$ cat src/rtl/dbg_port_mh_pkg.sv
// Shared definitions for the multi-hart debug port dispatcher.
//   - state_t     : dispatcher FSM states (4-bit encoding, IDLE=0 .. RESP=5)
//   - REGION_*    : request region codes
//   - ctrl_t      : registered control state of the dispatcher, CTRL_RESET is its reset value
//   - size_mask() : byte-lane mask for an access size (8/16/32/full bits)
package dbg_port_mh_pkg;

  localparam int MAX_ARCH = 64;

  typedef enum logic [3:0] {
    ST_IDLE     = 4'd0,
    ST_CSR_REQ  = 4'd1,
    ST_CSR_RESP = 4'd2,
    ST_REG_ACC  = 4'd3,
    ST_REG_CAP  = 4'd4,
    ST_RESP     = 4'd5
  } state_t;

  localparam logic [1:0] REGION_CSR   = 2'd0;
  localparam logic [1:0] REGION_IREG  = 2'd1;
  localparam logic [1:0] REGION_STKTR = 2'd2;
  localparam logic [1:0] REGION_RSVD  = 2'd3;

  typedef struct packed {
    state_t     state;
    logic       write;           // latched request direction
    logic [1:0] size;            // latched access size
    logic [7:0] tmo_cnt;         // CSR response timeout counter
    logic       error;
    logic       resp_valid;
    logic       req_ready;
    logic       csr_resp_ready;
    logic       ireg_write;
  } ctrl_t;

  localparam ctrl_t CTRL_RESET = '{
    state:          ST_IDLE,
    write:          1'b0,
    size:           2'd0,
    tmo_cnt:        8'd0,
    error:          1'b0,
    resp_valid:     1'b0,
    req_ready:      1'b1,
    csr_resp_ready: 1'b1,
    ireg_write:     1'b0
  };

  function automatic logic [MAX_ARCH-1:0] size_mask(input logic [1:0] size);
    logic [MAX_ARCH-1:0] m;
    m = '0;
    case (size)
      2'd0:    m[7:0]  = '1;
      2'd1:    m[15:0] = '1;
      2'd2:    m[31:0] = '1;
      default: m       = '1;
    endcase
    return m;
  endfunction

endpackage

$ cat src/rtl/dbg_port_mh_stktr_counter.sv
// Per-hart stack-trace depth counter.
//   clk, rst_n      : clock, asynchronous active-low reset
//   call, ret       : call / return commit pulses
//   wr_en, wr_data  : debug load; has priority over call/ret
//   cnt             : current depth, saturates at 2^W-1 and holds at 0
module stktr_counter #(
  parameter int W = 5
) (
  input  logic         clk,
  input  logic         rst_n,
  input  logic         call,
  input  logic         ret,
  input  logic         wr_en,
  input  logic [W-1:0] wr_data,
  output logic [W-1:0] cnt
);

  logic [W-1:0] cnt_reg;
  logic [W-1:0] cnt_next;

  always_comb begin
    cnt_next = cnt_reg;
    if (wr_en) begin
      cnt_next = wr_data;
    end else if (call && !ret && (cnt_reg != '1)) begin
      cnt_next = cnt_reg + 1'b1;
    end else if (ret && !call && (cnt_reg != '0)) begin
      cnt_next = cnt_reg - 1'b1;
    end
  end

  always_ff @(posedge clk or negedge rst_n) begin
    if (!rst_n) begin
      cnt_reg <= '0;
    end else begin
      cnt_reg <= cnt_next;
    end
  end

  assign cnt = cnt_reg;

endmodule

$ cat src/rtl/dbg_port_mh.sv
// Multi-hart debug port dispatcher. Accepts one debug request at a time and
// routes it by hart select to that hart's CSR port, integer register bank or
// stack-trace depth counter; answers with a single registered response.
// Ports:
//   i_dport_*  / o_dport_*  : DMI-side request/response handshake
//   o_csr_req_* / i_csr_*   : per-hart CSR request/response (valid one-hot, fields shared)
//   o_ireg_*   / i_ireg_rdata : per-hart regbank strobe (one-hot) and read data
//   i_e_call, i_e_ret       : per-hart call/return commit pulses
//   o_stktr_cnt             : packed per-hart stack-trace depth
module dbg_port_mh
  import dbg_port_mh_pkg::*;
#(
  parameter int NHARTS     = 4,
  parameter int ARCH       = 64,
  parameter int STKTR_LOG2 = 5,
  parameter int TMO        = 255,
  localparam int HW        = (NHARTS > 1) ? $clog2(NHARTS) : 1
) (
  input  logic                         i_clk,
  input  logic                         i_nrst,
  input  logic                         i_dport_req_valid,
  output logic                         o_dport_req_ready,
  input  logic [HW-1:0]                i_dport_hartsel,
  input  logic [1:0]                   i_dport_region,
  input  logic [11:0]                  i_dport_idx,
  input  logic                         i_dport_write,
  input  logic [1:0]                   i_dport_size,
  input  logic [ARCH-1:0]              i_dport_wdata,
  output logic                         o_dport_resp_valid,
  input  logic                         i_dport_resp_ready,
  output logic                         o_dport_resp_error,
  output logic [ARCH-1:0]              o_dport_rdata,
  output logic [NHARTS-1:0]            o_csr_req_valid,
  input  logic [NHARTS-1:0]            i_csr_req_ready,
  output logic                         o_csr_req_write,
  output logic [11:0]                  o_csr_req_addr,
  output logic [ARCH-1:0]              o_csr_req_data,
  input  logic [NHARTS-1:0]            i_csr_resp_valid,
  output logic                         o_csr_resp_ready,
  input  logic [NHARTS*ARCH-1:0]       i_csr_resp_data,
  input  logic [NHARTS-1:0]            i_csr_resp_exception,
  output logic [NHARTS-1:0]            o_ireg_ena,
  output logic                         o_ireg_write,
  output logic [5:0]                   o_ireg_addr,
  output logic [ARCH-1:0]              o_ireg_wdata,
  input  logic [NHARTS*ARCH-1:0]       i_ireg_rdata,
  input  logic [NHARTS-1:0]            i_e_call,
  input  logic [NHARTS-1:0]            i_e_ret,
  output logic [NHARTS*STKTR_LOG2-1:0] o_stktr_cnt
);

  ctrl_t                 ctrl_reg, ctrl_next;
  logic [HW-1:0]         hart_reg, hart_next;
  logic [11:0]           idx_reg, idx_next;
  logic [ARCH-1:0]       wdata_reg, wdata_next;
  logic [ARCH-1:0]       rdata_reg, rdata_next;
  logic [NHARTS-1:0]     csr_req_valid_reg, csr_req_valid_next;
  logic [NHARTS-1:0]     ireg_ena_reg, ireg_ena_next;

  logic [MAX_ARCH-1:0]   in_mask_full, cur_mask_full;
  logic [ARCH-1:0]       in_mask, cur_mask, wdata_masked;
  logic [NHARTS-1:0]     req_sel;    // decoded incoming hartsel, all-zero when out of range
  logic [NHARTS-1:0]     cur_sel;    // decoded latched hart
  logic                  hart_ok;
  logic                  accept;
  logic [NHARTS-1:0]     stktr_wr;
  logic [STKTR_LOG2-1:0] cnt_arr [NHARTS];
  logic [STKTR_LOG2-1:0] cnt_sel;
  logic [ARCH-1:0]       csr_data_sel, ireg_data_sel;
  logic [8:0]            tmo_inc;
  logic                  tmo_hit;

  assign in_mask_full  = size_mask(i_dport_size);
  assign cur_mask_full = size_mask(ctrl_reg.size);
  assign in_mask       = in_mask_full[ARCH-1:0];
  assign cur_mask      = cur_mask_full[ARCH-1:0];
  assign wdata_masked  = i_dport_wdata & in_mask;
  assign hart_ok       = |req_sel;
  assign accept        = ctrl_reg.req_ready && i_dport_req_valid;
  assign tmo_inc       = {1'b0, ctrl_reg.tmo_cnt} + 9'd1;
  assign tmo_hit       = (tmo_inc >= 9'(TMO));

  always_comb begin
    req_sel       = '0;
    cur_sel       = '0;
    cnt_sel       = '0;
    csr_data_sel  = '0;
    ireg_data_sel = '0;
    for (int h = 0; h < NHARTS; h++) begin
      req_sel[h] = (int'(i_dport_hartsel) == h);
      cur_sel[h] = (int'(hart_reg) == h);
      if (req_sel[h]) cnt_sel = cnt_arr[h];
      if (cur_sel[h]) begin
        csr_data_sel  = i_csr_resp_data[h*ARCH +: ARCH];
        ireg_data_sel = i_ireg_rdata[h*ARCH +: ARCH];
      end
    end
  end

  // A debug write lands in the accept cycle so it overrides any concurrent call/ret.
  assign stktr_wr = (accept && i_dport_write && (i_dport_region == REGION_STKTR)) ? req_sel : '0;

  for (genvar gi = 0; gi < NHARTS; gi++) begin : g_stktr
    stktr_counter #(.W(STKTR_LOG2)) u_cnt (
      .clk     (i_clk),
      .rst_n   (i_nrst),
      .call    (i_e_call[gi]),
      .ret     (i_e_ret[gi]),
      .wr_en   (stktr_wr[gi]),
      .wr_data (wdata_masked[STKTR_LOG2-1:0]),
      .cnt     (cnt_arr[gi])
    );
    assign o_stktr_cnt[gi*STKTR_LOG2 +: STKTR_LOG2] = cnt_arr[gi];
  end

  always_comb begin
    ctrl_next            = ctrl_reg;
    hart_next            = hart_reg;
    idx_next             = idx_reg;
    wdata_next           = wdata_reg;
    rdata_next           = rdata_reg;
    csr_req_valid_next   = csr_req_valid_reg;
    ireg_ena_next        = '0;
    ctrl_next.ireg_write = 1'b0;

    case (ctrl_reg.state)
      ST_IDLE: begin
        if (accept) begin
          hart_next                = i_dport_hartsel;
          idx_next                 = i_dport_idx;
          wdata_next               = wdata_masked;
          rdata_next               = '0;
          ctrl_next.write          = i_dport_write;
          ctrl_next.size           = i_dport_size;
          ctrl_next.error          = 1'b0;
          ctrl_next.req_ready      = 1'b0;
          ctrl_next.csr_resp_ready = 1'b0;
          if (!hart_ok || (i_dport_region == REGION_RSVD)) begin
            ctrl_next.state      = ST_RESP;
            ctrl_next.error      = 1'b1;
            ctrl_next.resp_valid = 1'b1;
          end else begin
            case (i_dport_region)
              REGION_CSR: begin
                ctrl_next.state    = ST_CSR_REQ;
                ctrl_next.tmo_cnt  = 8'd0;
                csr_req_valid_next = req_sel;
              end
              REGION_IREG: begin
                ctrl_next.state      = ST_REG_ACC;
                ctrl_next.ireg_write = i_dport_write;
                ireg_ena_next        = req_sel;
              end
              default: begin  // stack-trace counter, answered immediately
                ctrl_next.state      = ST_RESP;
                ctrl_next.resp_valid = 1'b1;
                if (!i_dport_write) begin
                  rdata_next[STKTR_LOG2-1:0] = cnt_sel;
                  rdata_next                 = rdata_next & in_mask;
                end
              end
            endcase
          end
        end
      end

      ST_CSR_REQ: begin
        if (|(i_csr_req_ready & cur_sel)) begin
          ctrl_next.state          = ST_CSR_RESP;
          ctrl_next.csr_resp_ready = 1'b1;
          ctrl_next.tmo_cnt        = tmo_inc[7:0];
          csr_req_valid_next       = '0;
        end else if (tmo_hit) begin
          ctrl_next.state      = ST_RESP;
          ctrl_next.error      = 1'b1;
          ctrl_next.resp_valid = 1'b1;
          rdata_next           = '0;
          csr_req_valid_next   = '0;
        end else begin
          ctrl_next.tmo_cnt = tmo_inc[7:0];
        end
      end

      ST_CSR_RESP: begin
        if (|(i_csr_resp_valid & cur_sel)) begin
          ctrl_next.state          = ST_RESP;
          ctrl_next.error          = |(i_csr_resp_exception & cur_sel);
          ctrl_next.resp_valid     = 1'b1;
          ctrl_next.csr_resp_ready = 1'b0;
          rdata_next               = csr_data_sel & cur_mask;
        end else if (tmo_hit) begin
          ctrl_next.state          = ST_RESP;
          ctrl_next.error          = 1'b1;
          ctrl_next.resp_valid     = 1'b1;
          ctrl_next.csr_resp_ready = 1'b0;
          rdata_next               = '0;
        end else begin
          ctrl_next.tmo_cnt = tmo_inc[7:0];
        end
      end

      ST_REG_ACC: begin
        ctrl_next.state = ST_REG_CAP;
      end

      ST_REG_CAP: begin
        // regbank data is valid the cycle after the strobe
        if (!ctrl_reg.write) rdata_next = ireg_data_sel & cur_mask;
        ctrl_next.state      = ST_RESP;
        ctrl_next.resp_valid = 1'b1;
      end

      ST_RESP: begin
        if (i_dport_resp_ready) begin
          ctrl_next.state          = ST_IDLE;
          ctrl_next.resp_valid     = 1'b0;
          ctrl_next.error          = 1'b0;
          ctrl_next.req_ready      = 1'b1;
          ctrl_next.csr_resp_ready = 1'b1;
        end
      end

      default: begin
        ctrl_next = CTRL_RESET;
      end
    endcase
  end

  always_ff @(posedge i_clk or negedge i_nrst) begin
    if (!i_nrst) begin
      ctrl_reg          <= CTRL_RESET;
      hart_reg          <= '0;
      idx_reg           <= '0;
      wdata_reg         <= '0;
      rdata_reg         <= '0;
      csr_req_valid_reg <= '0;
      ireg_ena_reg      <= '0;
    end else begin
      ctrl_reg          <= ctrl_next;
      hart_reg          <= hart_next;
      idx_reg           <= idx_next;
      wdata_reg         <= wdata_next;
      rdata_reg         <= rdata_next;
      csr_req_valid_reg <= csr_req_valid_next;
      ireg_ena_reg      <= ireg_ena_next;
    end
  end

  assign o_dport_req_ready  = ctrl_reg.req_ready;
  assign o_dport_resp_valid = ctrl_reg.resp_valid;
  assign o_dport_resp_error = ctrl_reg.error;
  assign o_dport_rdata      = rdata_reg;
  assign o_csr_req_valid    = csr_req_valid_reg;
  assign o_csr_req_write    = ctrl_reg.write;
  assign o_csr_req_addr     = idx_reg;
  assign o_csr_req_data     = wdata_reg;
  assign o_csr_resp_ready   = ctrl_reg.csr_resp_ready;
  assign o_ireg_ena         = ireg_ena_reg;
  assign o_ireg_write       = ctrl_reg.ireg_write;
  assign o_ireg_addr        = {1'b0, idx_reg[4:0]};
  assign o_ireg_wdata       = wdata_reg;

endmodule

$ cat config.mk
export PLATFORM = sky130hd
export DESIGN_NAME = dbg_port_mh
export DESIGN_NICKNAME = d
export VERILOG_FILES = /design/src/rtl/dbg_port_mh_pkg.sv /design/src/rtl/dbg_port_mh_stktr_counter.sv /design/src/rtl/dbg_port_mh.sv
export SDC_FILE = /design/constraint.sdc
export NUM_CORES = 1
export LEC_CHECK = 0
export BUFFER_PORTS_ARGS = -buffer_cell sky130_fd_sc_hd__buf_2
export CAP_MARGIN = 10
export CORE_AREA = 5 5 331 333
export CTS_BUF_LIST = sky130_fd_sc_hd__clkbuf_4
export DETAILED_ROUTE_END_ITERATION = 8
export DIE_AREA = 0 0 336 338
export HOLD_SLACK_MARGIN = 0.12
export PLACE_DENSITY = 0.42
export SYNTH_ARGS = -nofsm -noshare
export SYNTH_HDL_FRONTEND = slang
export SYNTH_SLANG_ARGS = --single-unit
$ cat constraint.sdc
create_clock -name i_clk -period 2.8 [get_ports i_clk]
set_clock_uncertainty 0.15 [all_clocks]
set_input_delay 0.7 -clock i_clk [delete_from_list [all_inputs] [get_ports i_clk]]
set_output_delay 0.7 -clock i_clk [all_outputs]
set_load 0.02 [all_outputs]
# After elaboration in Yosys (flattened, before gate mapping)
# Cells that the tools add are included.
# word_totals
reg_bits	190
latch_bits	0
ramBits	0
romBits	0
inputBits	619
out_inout_bits	244
elab_cells	224
mem_count	0
# op_classes
n_addsub	9
mul	0
n_div	0
n_lt_le_gt_ge	1
eq_ne	33
n_shift	0
muxes	82
n_bitwise	12
n_reduce_logical	68
# ops
operator	count
64-bit 2-to-1 mux	16
64-bit case mux with 4 select lines	1
64-bit AND	3
5-bit 2-to-1 mux	16
5-bit by 64-bit AND with 64-bit output	1
32-bit 2-to-1 mux	2
4-bit 2-to-1 mux	15
8-bit 2-to-1 mux	7
16-bit 2-to-1 mux	2
8-bit case mux with 4 select lines	1
4-bit case mux with 6 select lines	1
5-bit by 1-bit adder with 5-bit output (second input constant)	4
20-bit 2-to-1 mux	1
5-bit != test (second input constant)	4
5-bit AND reduction	4
5-bit nonzero test	4
4-bit OR reduction	5
5-bit by 1-bit subtractor with 5-bit output (second input constant)	4
1-bit logical AND	19
2-bit == test (second input constant)	8
2-bit != test (second input constant)	7
4-bit AND	3
3-bit case mux with 2 select lines	2
3-bit nonzero test	4
other kinds (28)	71

# Longest topological paths before layout
# depth
ltp_word	11
depth_mapped	10
mapped_depth_nobuf	10

# Hierarchy
# From an unflattened synthesis, not the netlist that was laid out.
# unflattened
cells_unflattened	1651
area_unflattened_um2	14576.5
# by_module_without_submodules
module	n_inst	cells_per_inst	area_per_inst_um2	seq_area_each_um2
dbg_port_mh	1	1451	12714.7	4256.6
stktr_counter	4	50	465.4	125.1

# Worst setup path before layout
# OpenSTA, ideal clock, no wires.
# synth_timing
path_type	register to register
from	register g_stktr[0].u_cnt.cnt_reg[0]
to	register g_stktr[0].u_cnt.cnt_reg[4]
arrival_ns	2.482
required_ns	2.573
path_slack_ns	0.090
path_stages_with_launch	11
cell_sequence	dfrtp_1 -> and3_1 -> a311oi_1 -> inv_1 -> fa_1 -> a21o_1 -> a21oi_1 -> xor2_1 -> nand2_1 -> xor2_1 -> a21oi_1
# synth_between
elab_chain_len	4
word_cells_on_any_way	10
classes_between	add/sub: 2; eq/ne: 1; mux: 3; reduce/logical: 4
# synth_rtl
element	line_no	text
start, declared	dbg_port_mh_stktr_counter.sv:18	logic [W-1:0] cnt_reg;
start signal, assigned	dbg_port_mh_stktr_counter.sv:36	cnt_reg <= cnt_next;
5-bit by 1-bit subtractor with 5-bit output or 5-bit != test (tied branches)	dbg_port_mh_stktr_counter.sv:28, dbg_port_mh_stktr_counter.sv:25	
5-bit 2-to-1 mux or 1-bit logical AND (tied branches)	dbg_port_mh_stktr_counter.sv:27, dbg_port_mh_stktr_counter.sv:25	
5-bit 2-to-1 mux	dbg_port_mh_stktr_counter.sv:25	end else if (call && !ret && (cnt_reg != '1)) begin
5-bit 2-to-1 mux	dbg_port_mh_stktr_counter.sv:23	if (wr_en) begin
# Parallel ways exist; a longest one is shown, timed or not. The select of a mux whose other input is x is not followed.
# A chain may end at the register's enable or synchronous reset.

# Worst setup path after layout
# layout_timing
from	register ctrl_reg[16] in the netlist's numbering
to	register wdata_reg[23] (netlist: o_csr_req_data[23])
# layout_between
elab_chain_len	2
# layout_rtl
element	line_no	text
start, declared	dbg_port_mh.sv:52	ctrl_t ctrl_reg, ctrl_next;
start signal, assigned	dbg_port_mh.sv:239	ctrl_reg <= ctrl_next;
4-bit zero test	dbg_port_mh.sv:126	case (ctrl_reg.state)
2-bit AND reduction (no source line)	--	
end signal, assigned	dbg_port_mh.sv:242	wdata_reg <= wdata_next;
end, declared	dbg_port_mh.sv:55	logic [ARCH-1:0] wdata_reg, wdata_next;
# No other way between the ends.

==> summary.txt <==
Status
  • Status: finished, final reports clean

Global routing
  • Largest net degree at the start of global routing: 79
  • GRT overflow: 0
  • Gr usage total: 0.1614
  • First-pass GRT wire length: 130,400 µm
  • Initial antenna violation count: 38
  • Vias in the first global route: 17,310

Route
  • Vias/cell: 4.281
  • Met1 wire length: 39,880 µm
  • Met2 wire length: 45,020 µm
  • Detailed router's first-iteration violation count: 1,259
  • DR pass1 iterations: 5
  • Met3 WL post-DR: 8830 µm
  • Top sig layer: met5
  • Antenna violation net count after detailed routing: 0
  • WL final: 97,790 µm
  • Wire per inst: 24.18 µm
  • DR DRC count: 0
  • DR vias: 17,320

Final layout
  • # fillers: 11,940
  • Most common cell after layout, fill and taps aside: buf_2
  • Final net count: 3,249
  • Most frequent cells in the layout: buf_2 (860), nand2_1 (235), dlygate4sd3_1 (203)
  • Share of post-route cells with drive strength above 1: 0.4360
  • Finished Layout Cells: 4,045
  • Layout area overhead: 61.99%
  • Core occupancy in the finished layout: 0.2139

Critical path
  • Critical path class: register to register
  • WP data arrival: 3.27 ns
  • Crit path launch type: register
  • RR Startpoint: ctrl_reg[16]$_DFFE_PN0P_
  • R2R setup slack: 0.13 ns
  • Critical Path End Type: register
  • Worst-path fanout max: 39
  • Worst Path Required: 3.40 ns
  • R2R depth: 7
  • Reg-to-reg endpoint: o_csr_req_data[23]$_DFFE_PN0P_

Clocking
  • Htree depth: 4
  • CTS sink cnt: 190
  • Clock-pin slew on the worst setup and hold paths: 0.19 ns
  • Clk_lat worst skew: 0.81 ns
  • Root Driver: clkbuf_4
  • Longest Clk Path Bufs: 2
  • CTS tree: built
  • CTS buffer count: 17

Placed design
  • Buffers on Ports: 861
  • Placed cell count: 3,791
  • DP Wirelength: 79,610 µm
  • GP Congestion: 0.8993

Synth
  • Post-Syn Instances: 1,588
  • Register area share after synthesis: 0.3388
  • Synthesized area: 14,040 µm²
  • XOR/XNOR share of the synthesized area: 0.01435
  • Share of the synthesized area in the top cell type: 0.3351
  • Synth warnings: 0
  • Post-synth EDFFs: 0
  • Netlist cell types: 75
  • Simple-gate share of the synthesized area: 0.1582
  • Async set-reset flop share out of synthesis: 1.000
  • Post-synthesis adder-cell area fraction: 0.01818
  • Largest family of logic cells by synthesized area: compound AO/OA/AOI/OAI gates
  • Compound-Gate Fraction of Synth Area: 0.2780
  • FF+latch count, synth: 190
  • Mux cell area share after synthesis: 0.1028
  • Dominant cells by area after synthesis: dfrtp_1 (34%), nand2_1 (6.3%), buf_4 (4.4%), mux4_2 (4.3%), a21oi_1 (3.8%)
  • Post-synth top area cell: dfrtp_1
  • Avg Synthesized Cell Area: 8.841 µm²
  • Most used DFF post-synth: dfrtp_1

Power
  • Clock power frac: 0.097
  • Combinational Power Share: 0.668
  • Internal power: 8.704 mW
  • Seq pwr share: 0.235
  • Sw Ratio: 0.5170
  • P_leak: 10.74 nW
  • PwrDens: 792.3 nW/µm²
  • Net switching power: 9.316 mW
  • Tot Pwr: 18.02 mW
  • Max VDD drop: 0.4120 mV

STA
  • Worst slew margin: 0.5500
  • Worst Tran Pin Value: 0.6736 ns
  • Setup TNS: 0 ns
  • Fin. Hold Viols: 0
  • RSZ-0062 raised after global routing: no
  • Slew Limit Fails: 0
  • Final period utilization: 0.9539
  • Fmax: 374.4 MHz
  • Final Setup Violations: 0
  • Tmin final: 2.671 ns

Floorplanning
  • Die area: 113,600 µm²
  • Initial Util: 0.1321
  • Die X: 336 µm
  • Die H: 338 µm
  • # rows: 120
  • IO Pins: 863
  • Core Footprint: 106,300 µm²

Flow run
  • Max-Cap Viols: 0

Hold path
  • Hold path start: i_ireg_rdata[232]
  • Hold Path Cell Cnt: 4
  • Hold Path End: o_dport_rdata[40]$_DFFE_PN0P_
  • Min-delay worst type: primary input to register
[repair_timing]
action | in CTS | in global routing
hold buffers | 203 | 0
endpoints found under the setup margin | 0 | 32
gates resized for setup | 0 | 5
hold endpoints to repair | 351 | 0
buffers inserted | 0 | 1
[kinds of logic (layout without fill, tap and decap cells)]
group	after synthesis	count (layout)
AOI/OAI and AO/OA	548	548
xor gates and xnor gates	23	23
adders and majority gates	18	18
buffers and inverters	222	1257
DFF	190	190
muxes	105	105
other	1	20
and+or+nand+nor	481	481
[final cells by class]
class	instances	area, µm²	share of cell area
clock buffer	19	142.6	0.006272
clock inverter	12	131.4	0.005777
sequential	190	4767	0.2096
timing repair buffer	1209	7749	0.3407
multi-input combinational	1177	8088	0.3556
tap	1403	1755	0.07719
inverter	17	65.06	0.002861
antenna	18	45.04	0.001981
[worst max path at each step]
stage	to	cells past startpoint	start
after floorplan	g_stktr[0].u_cnt.cnt[4]$_DFFE_PN0P_	10	g_stktr[0].u_cnt.cnt[0]$_DFFE_PN0P_
after global placement	g_stktr[0].u_cnt.cnt[4]$_DFFE_PN0P_	10	i_e_ret[0]
final	o_csr_req_data[23]$_DFFE_PN0P_	7	ctrl_reg[16]$_DFFE_PN0P_
after global routing	g_stktr[0].u_cnt.cnt[4]$_DFFE_PN0P_	10	g_stktr[0].u_cnt.cnt[4]$_DFFE_PN0P_
after CTS	o_dport_rdata[22]$_DFFE_PN0P_	7	ctrl_reg[17]$_DFFE_PN0P_
after detailed placement	o_dport_rdata[55]$_DFFE_PN0P_	7	i_csr_req_ready[0]
[metal layers]
layer,vias to the layer above,track usage
li1,7949,-
met1,8364,0.1987
met2,828,0.2556
met3,160,0.05585
met4,16,0.07199
met5,-,0
[synth_stat cells, types with 17 or more instances]
master       n
a211oi_1    53
a2111oi_0   32
a32o_1      37
mux2_2      43
nand3_1     63
inv_1       17
buf_2       48
mux2i_1     34
o22ai_1     46
o21a_1      24
clkbuf_1    61
a22o_1      41
dfrtp_1    188
nor2_1      81
nand2_1    237
a21oi_1    108
o221ai_1    33
buf_4       82
o21ai_0     73
a211o_1     24
mux4_2      27
nor2b_1     39
[power by group through the flow]
stage | registers (mW) | logic (mW) | clock network [mW]
2_1_floorplan | 5.02 | 6.30 | 0
3_3_place_gp | 4.30 | 11.8 | 0
3_5_place_dp | 4.31 | 11.7 | 0
4_1_cts | 4.25 | 12.0 | 1.89
5_1_grt | 4.34 | 12.9 | 1.96
6_report | 4.24 | 12.0 | 1.75
[per-stage QoR]
stage               hold WS (ns)  instance area (µm²)  setup WS (ns)
finish                    0.2592                22740         0.1292
global route              0.1300                22730       0.004883
CTS                       0.1203                22660        0.05373
detailed placement        0.3074                20360       0.004713
global placement          0.3038                20360       0.008777
floorplan                 0.2544                14040        0.09015
[worst max-delay path, stage by stage (launching register included)]
cell and delay (ns):
dfrtp_2 0.51, buf_4 0.20, or3_1 0.44, nor3_4 0.30, clkbuf_16 0.28, nand3_1 0.09, dlygate4sd3_1 0.57, nand2_1 0.07
Power figures use the tool's default switching activity.
